<file path="src/rtl/dual_port_memory_reader.sv">
// Read-side initiator for the instruction cache line memory: issues read strobes, tracks the
// fixed read latency and returns lines in order through a credit-limited skid buffer.
// Optional address echo on the response side: define DUAL_PORT_MEMORY_READER_ADDR_ECHO_EN.
module dual_port_memory_reader #(
  parameter int MEMORY_WIDTH = 512,
  parameter int MEMORY_DEPTH = 512,
  parameter int READ_LATENCY = 2,
  parameter int BUFFER_DEPTH = 4,
  localparam int ADDRESS_WIDTH = $clog2(MEMORY_DEPTH-1)
) (
  input  logic                     CLK,
  input  logic                     RSTN,
  input  logic                     FLUSH,
  input  logic                     REQ_VALID,
  output logic                     REQ_READY,
  input  logic [ADDRESS_WIDTH-1:0] REQ_ADDRESS,
  output logic [ADDRESS_WIDTH-1:0] MEM_READ_ADDRESS,
  output logic                     MEM_READ_ENBLE,
  input  logic [MEMORY_WIDTH-1:0]  MEM_DATA_OUT,
  output logic                     RSP_VALID,
  input  logic                     RSP_READY,
  output logic [MEMORY_WIDTH-1:0]  RSP_DATA
`ifdef DUAL_PORT_MEMORY_READER_ADDR_ECHO_EN
  ,
  output logic [ADDRESS_WIDTH-1:0] RSP_ADDRESS
`endif
);

  localparam int PTR_W = $clog2(BUFFER_DEPTH);
  localparam int CNT_W = $clog2(BUFFER_DEPTH + 1);

  if (READ_LATENCY < 1 || READ_LATENCY > 2) begin : g_bad_latency
    $error("dual_port_memory_reader: READ_LATENCY must be 1 or 2");
  end
  if (BUFFER_DEPTH < READ_LATENCY + 1) begin : g_bad_depth
    $error("dual_port_memory_reader: BUFFER_DEPTH must be at least READ_LATENCY+1");
  end

  logic [CNT_W-1:0]        used_q;
  logic [CNT_W-1:0]        occ_q;
  logic [PTR_W-1:0]        head_q;
  logic [PTR_W-1:0]        tail_q;
  logic [READ_LATENCY-1:0] vpipe_q;
  logic [READ_LATENCY-1:0] vpipe_next;
  logic [MEMORY_WIDTH-1:0] data_mem [BUFFER_DEPTH];

  logic accept;
  logic pop;
  logic wr;
  logic clear;

  function automatic logic [PTR_W-1:0] ptr_inc(input logic [PTR_W-1:0] p);
    // Depth need not be a power of two, so wrap on the last index rather than on overflow.
    return (p == PTR_W'(BUFFER_DEPTH - 1)) ? '0 : p + PTR_W'(1);
  endfunction

  // Credits come from the registered counter; only the live reset/flush inputs gate them further.
  assign REQ_READY        = RSTN & ~FLUSH & (used_q < CNT_W'(BUFFER_DEPTH));
  assign accept           = REQ_VALID & REQ_READY;
  assign MEM_READ_ENBLE   = accept;
  assign MEM_READ_ADDRESS = REQ_ADDRESS;

  assign RSP_VALID = RSTN & (occ_q != '0);
  assign RSP_DATA  = data_mem[head_q];
  assign pop       = RSP_VALID & RSP_READY;
  assign clear     = ~RSTN | FLUSH;
  assign wr        = vpipe_q[READ_LATENCY-1] & ~clear;

  if (READ_LATENCY == 1) begin : g_pipe1
    assign vpipe_next = accept;
  end else begin : g_pipe_n
    assign vpipe_next = {vpipe_q[READ_LATENCY-2:0], accept};
  end

  // NOTE: sequential state uses non-blocking assignments so every register samples pre-edge values.
  always_ff @(posedge CLK) begin
    if (clear) begin
      vpipe_q <= '0;
      used_q  <= '0;
      occ_q   <= '0;
      head_q  <= '0;
      tail_q  <= '0;
    end else begin
      vpipe_q <= vpipe_next;
      used_q  <= used_q + CNT_W'(accept) - CNT_W'(pop);
      occ_q   <= occ_q + CNT_W'(wr) - CNT_W'(pop);
      if (wr)  tail_q <= ptr_inc(tail_q);
      if (pop) head_q <= ptr_inc(head_q);
    end
  end

  // NOTE: line storage carries no reset; occupancy alone decides whether an entry is meaningful.
  always_ff @(posedge CLK) begin
    if (wr) data_mem[tail_q] <= MEM_DATA_OUT;
  end

`ifdef DUAL_PORT_MEMORY_READER_ADDR_ECHO_EN
  logic [ADDRESS_WIDTH-1:0] apipe_q  [READ_LATENCY];
  logic [ADDRESS_WIDTH-1:0] addr_mem [BUFFER_DEPTH];

  // Addresses are narrow, so they are reset to give a defined RSP_ADDRESS of zero after reset.
  always_ff @(posedge CLK) begin
    if (!RSTN) begin
      for (int i = 0; i < READ_LATENCY; i++) apipe_q[i]  <= '0;
      for (int i = 0; i < BUFFER_DEPTH; i++) addr_mem[i] <= '0;
    end else begin
      apipe_q[0] <= REQ_ADDRESS;
      for (int i = 1; i < READ_LATENCY; i++) apipe_q[i] <= apipe_q[i-1];
      if (wr) addr_mem[tail_q] <= apipe_q[READ_LATENCY-1];
    end
  end

  assign RSP_ADDRESS = addr_mem[head_q];
`endif

endmodule

</file>
<file path="config.mk">
export PLATFORM = sky130hd
export DESIGN_NAME = dual_port_memory_reader
export DESIGN_NICKNAME = d
export VERILOG_FILES = /design/src/rtl/dual_port_memory_reader.sv
export SDC_FILE = /design/constraint.sdc
export NUM_CORES = 1
export LEC_CHECK = 0
export ABC_AREA = 0
export CAP_MARGIN = 20
export CORE_AREA = 3 3 411 413
export DETAILED_ROUTE_END_ITERATION = 8
export DIE_AREA = 0 0 414 416
export GPL_ROUTABILITY_DRIVEN = 1
export PLACE_DENSITY = 0.68
export SYNTH_ARGS = -nofsm -noshare
export SYNTH_HDL_FRONTEND = slang
export SYNTH_SLANG_ARGS = --single-unit
</file>
<file path="constraint.sdc">
create_clock -name CLK -period 21.8 [get_ports CLK]
set_clock_uncertainty 0.1 [all_clocks]
set_input_delay 3.27 -clock CLK [delete_from_list [all_inputs] [get_ports CLK]]
set_output_delay 3.27 -clock CLK [all_outputs]
set_load 0.02 [all_outputs]
</file>
# ---- Word level (Yosys, flattened, before mapping)
# Memories as Yosys holds them, arrays and structs flattened. A register that Yosys moved wholly into a read port is not among the register bits.
# Cells that the tools add are included.
dict set report word_totals {
  inputBits 526
  mem_count 1
  reg_bits 12
  latch_bits 0
  ram_bits 2048
  output_inout_bits 524
  rom_bits 0
}
dict set report op_classes {
  n_lt_le_gt_ge 1
  muxes 6
  n_eq_ne 2
  n_div 0
  n_addsub 6
  mul 0
  n_bitwise 10
  shift 0
  reduce_logical 1
}
# memory depth word_bits read_ports rd_clocked_by_memory_dff write_ports line_no
set mem_list {}
lappend mem_list {data_mem 4 512 1 1 1 45} ;# logic [MEMORY_WIDTH-1:0] data_mem [BUFFER_DEPTH];
# op count
set ops {}
lappend ops {{$mux 2} 4}
lappend ops {{$add 3x1->3} 2}
lappend ops {{$and 1x1->1} 6}
lappend ops {{$sub 3x1->3} 2}
lappend ops {{$add 2x1->2 const B} 2}
lappend ops {{$eq 2x2->1 const B} 2}
lappend ops {{$lt 3x3->1 const B} 1}
lappend ops {{$not 1->1} 3}
lappend ops {{$reduce_bool 3->1} 1}
lappend ops {{$mux 1} 2}
lappend ops {{$or 1x1->1} 1}

# ---- Longest topological paths before layout
dict set report depth {
  ltp_word 6
  depth_mapped 9
}

# ---- Least setup slack after synthesis
# Ideal clock, no wire load.
dict set report synth_path {
  kind {input-to-reg}
  start {in RSTN}
  end {mem data_mem[0][0] (enable)}
  t_required_ns 20.753
  arrival_time_ns 15.377
  setup_time_ns 0.947
  stages 3
  setup_slack_ns 5.375
  path_cell_list {buf_2 -> nor2b_1 -> and3_1}
}
dict set report synth_via {
  elab_chain_len 6
}
# element line_no
set synth_lines {}
lappend synth_lines {{from (decl)} 12} ;# input logic RSTN,
lappend synth_lines {{$not 1->1} 66} ;# assign clear = ~RSTN | FLUSH;
lappend synth_lines {{$or 1x1->1} 66}
lappend synth_lines {{$not 1->1} 67} ;# assign wr = vpipe_q[READ_LATENCY-1] & ~clear;
lappend synth_lines {{$and 1x1->1} 67}
lappend synth_lines {{$mux 1} 94} ;# if (wr) data_mem[tail_q] <= MEM_DATA_OUT;
lappend synth_lines {{$mux 1 (implied by the code)} 94}
lappend synth_lines {{to (decl)} 45}
# No other way between the ends.

==> results_dict.tcl <==
set metrics [dict create \
    cts_sinks 2062 \
    ant_nets 0 \
    seqPwrFrac_pct 55.9 \
    die-area_um2 172200 \
    critPathKind "reg -> out" \
    path_delay_family "buffers and inverters" \
    cts_resized 0 \
    netSwitchingFraction_pct 19.11 \
    dp_slack_ns 12.32 \
    p_sw_uw 1490 \
    rsz0062_at_grt "false" \
    cts_made_buffers 201 \
    syn_area_um2 74800 \
    worst_pin_slew_ns 1.116 \
    start_util_pct 45.29 \
    combPwrFrac_pct 2.0 \
    wl_um 173800 \
    async_reset_ff_share_pct 0 \
    crit_chain "buf_4 > buf_4 > buf_4 > buf_4 > mux4_2 > clkdlybuf4s50_1" \
    die_y_um 416 \
    synthTopCellsByArea "edfxtp_1 (82%), mux4_2 (15%), buf_6 (0.60%)" \
    post-dp-hpwl_um 112500 \
    setup_viol 0 \
    ff2ff_path_depth 7 \
    p_int_uw 6308 \
    yosysSeqAreaShare_pct 82.59 \
    place_congestion 0.7901 \
    fp.coreArea_um2 165200 \
    crit_fanout 45 \
    fillers 11990 \
    clk_pin_slew_worst_paths_ns 0.06 \
    grt_first_pass_wirelength_um 250800 \
    setup.worst_path.end_class "primary output" \
    first_iter_violations 2821 \
    avgSynthCellArea_um2 27.17 \
    yosys.area.top_type "edfxtp_1" \
    critPathLaunchType "register" \
    globalRouteOverflowTotal 0 \
    nets 4439 \
    track_usage_pct 20.03 \
    num_rows 149 \
    cpMostUsedCell "buf_4" \
    antenna_found_initial 47 \
    clock_latency_ns 0.81 \
    arrival_ns 6.05 \
    drive_gt1_share_pct 20.49 \
    status "finished, final reports clean" \
    cpPeakStageDelay_ns 0.81 \
    ys_warn_count 0 \
    hold_path.class "reg -> reg" \
    critPathSlowestCell "buf_4" \
    wl_per_cell_um 27.67 \
    synth.distinct_cells 27 \
    synth_edf_count 2048 \
    die_w_um 414 \
    synth.top_cell.area_share_pct 82.21 \
    area_delta_synth_final_pct 25.16 \
    vdd_drop_max_uv 94.77 \
    ys_ff_latch 2062 \
    clk_path_buf_depth 3 \
    num_vias 33960 \
    io_pins 1050 \
    maxSlewHeadroom_pct 25.63 \
    post-synth-top-count-cell "edfxtp_1" \
    finalSetupTns_ns 0 \
    cts_hold_buffers 0 \
    vias_per_cell 5.406 \
    place_inst 5889 \
    path_depth 6 \
    finalWorstSetupSlack_ns 12.38 \
    cts-root-buf "clkbuf_16" \
    synthesis.nets 3289 \
    yosys-top-cells-count "edfxtp_1 (2048), mux4_2 (512), buf_2 (52), buf_6 (40)" \
    crit_required_ns 18.43 \
    powerDensity_nw_per_um2 83.28 \
    synth_ff_type "edfxtp_1" \
    grt_pass1_vias 35150 \
    worstSetupEndpoint "RSP_DATA[165]" \
    first_pass_iters 7 \
    period_share_pct 43.20 \
    cap_violations 0 \
    grt_max_degree 138 \
    io_buffers 1031 \
    path_buf_inv 5 \
    fin_cells 6282 \
    netlist_instances 2753 \
    post_cts_buffers 0 \
    drv_slew 0 \
    power_frac_clock_pct 42.1 \
    clock.fmax_mhz 106.2 \
    period_minus_slack_ns 9.418 \
    p_leak_uw 0.02861 \
    reg2reg_slack_ns 16.33 \
    cts_tree "done" \
    hold_violations 0 \
    drc 0 \
    h-tree-depth 4 \
    worstReg2RegEnd "data_mem[2][301]$_DFFE_PP_" \
    reg2reg_from "tail_q[0]$_SDFFE_PP0P_" \
]
==> power by group through the flow <==
stage | logic (uW) | registers [uW] | clock network, uW
after global routing | 167 | 4360 | 3510
after CTS | 157 | 4360 | 3350
after global placement | 149 | 4440 | 0
after detailed placement | 156 | 4440 | 0
after floorplan | 14.5 | 4450 | 0
final | 157 | 4360 | 3280
==> layout by cell type, fill, tap and decap left out, drive strengths merged, types with 2 or more instances in the layout <==
cell / n
edfxtp: 2048
clkdlybuf4s50: 1031
mux4: 512
clkbuf: 250
clkinv: 98
buf: 42
diode: 28
dfxtp: 14
inv: 12
bufinv: 11
ha: 8
and2: 5
nor2: 5
mux2i: 5
nand3b: 4
and3: 4
nand2b: 2
nor3b: 2
fa: 2
==> worst min-delay path by stage <==
stage	from	to	slack, ns	cells after the start
after floorplan	vpipe_q[0]$_SDFF_PP0_	vpipe_q[1]$_SDFF_PP0_	0.31	1
after global placement	vpipe_q[0]$_SDFF_PP0_	vpipe_q[1]$_SDFF_PP0_	0.35	1
after detailed placement	vpipe_q[0]$_SDFF_PP0_	vpipe_q[1]$_SDFF_PP0_	0.34	1
after CTS	vpipe_q[0]$_SDFF_PP0_	vpipe_q[1]$_SDFF_PP0_	0.37	1
after global routing	vpipe_q[0]$_SDFF_PP0_	vpipe_q[1]$_SDFF_PP0_	0.38	1
final	vpipe_q[0]$_SDFF_PP0_	vpipe_q[1]$_SDFF_PP0_	0.36	1
==> registers in the layout, summed over array words and instances, names as in the netlist, named ones only <==
signal	cells
used_q	3
head_q	2
vpipe_q	2
tail_q	2
data_mem	2048
occ_q	3
==> final cells by class <==
cell class	count	area [um2]	area share (%)
Clock buffer	250	5308	5.669
Inverter	7	26.28	0.02806
Sequential cell	2062	61790	65.99
Timing Repair Buffer	1073	10760	11.49
Tap cell	2189	2739	2.925
Antenna cell	28	70.07	0.07484
Multi-Input combinational cell	558	11980	12.79
Clock inverter	115	958.4	1.024
==> through the flow <==
stage / instance area, um2 / hold WS (ns) / util [%] / total power (uW)
2_1_floorplan: 74800 / 0.3057 / - / 4464
3_3_place_gp: 87290 / 0.3505 / 52.85 / 4594
3_5_place_dp: 87290 / 0.3410 / 52.85 / 4600
4_1_cts: 93560 / 0.3664 / 56.64 / 7872
5_1_grt: 93610 / 0.3751 / 56.67 / 8039
6_report: 93630 / 0.3610 / 56.68 / 7798
==> per-layer routing <==
metal  up-vias  track usage [%]  part of all wire [%]
li1      14380                -                     -
met2      1173            33.47                    52
met5         -                0                 0.098
met4        28            8.131                   3.3
met3       281            6.343                   7.8
met1     18100            24.32                    37
==> logic make-up (layout without fill, tap and decap cells) <==
logic type,count (synthesis),after routing,synth area share (%)
XOR/XNOR,3,3,0.07359
buffers and inverters,133,1445,1.427
flip-flops,2062,2062,82.59
adder cells (fa/ha/maj),10,10,0.1873
other,0,28,0
AND/OR/NAND/NOR,25,25,0.2108
AO/OA/AOI/OAI,3,3,0.03178
multiplexers,517,517,15.48
Note: power is estimated with default switching activity, not from simulation.
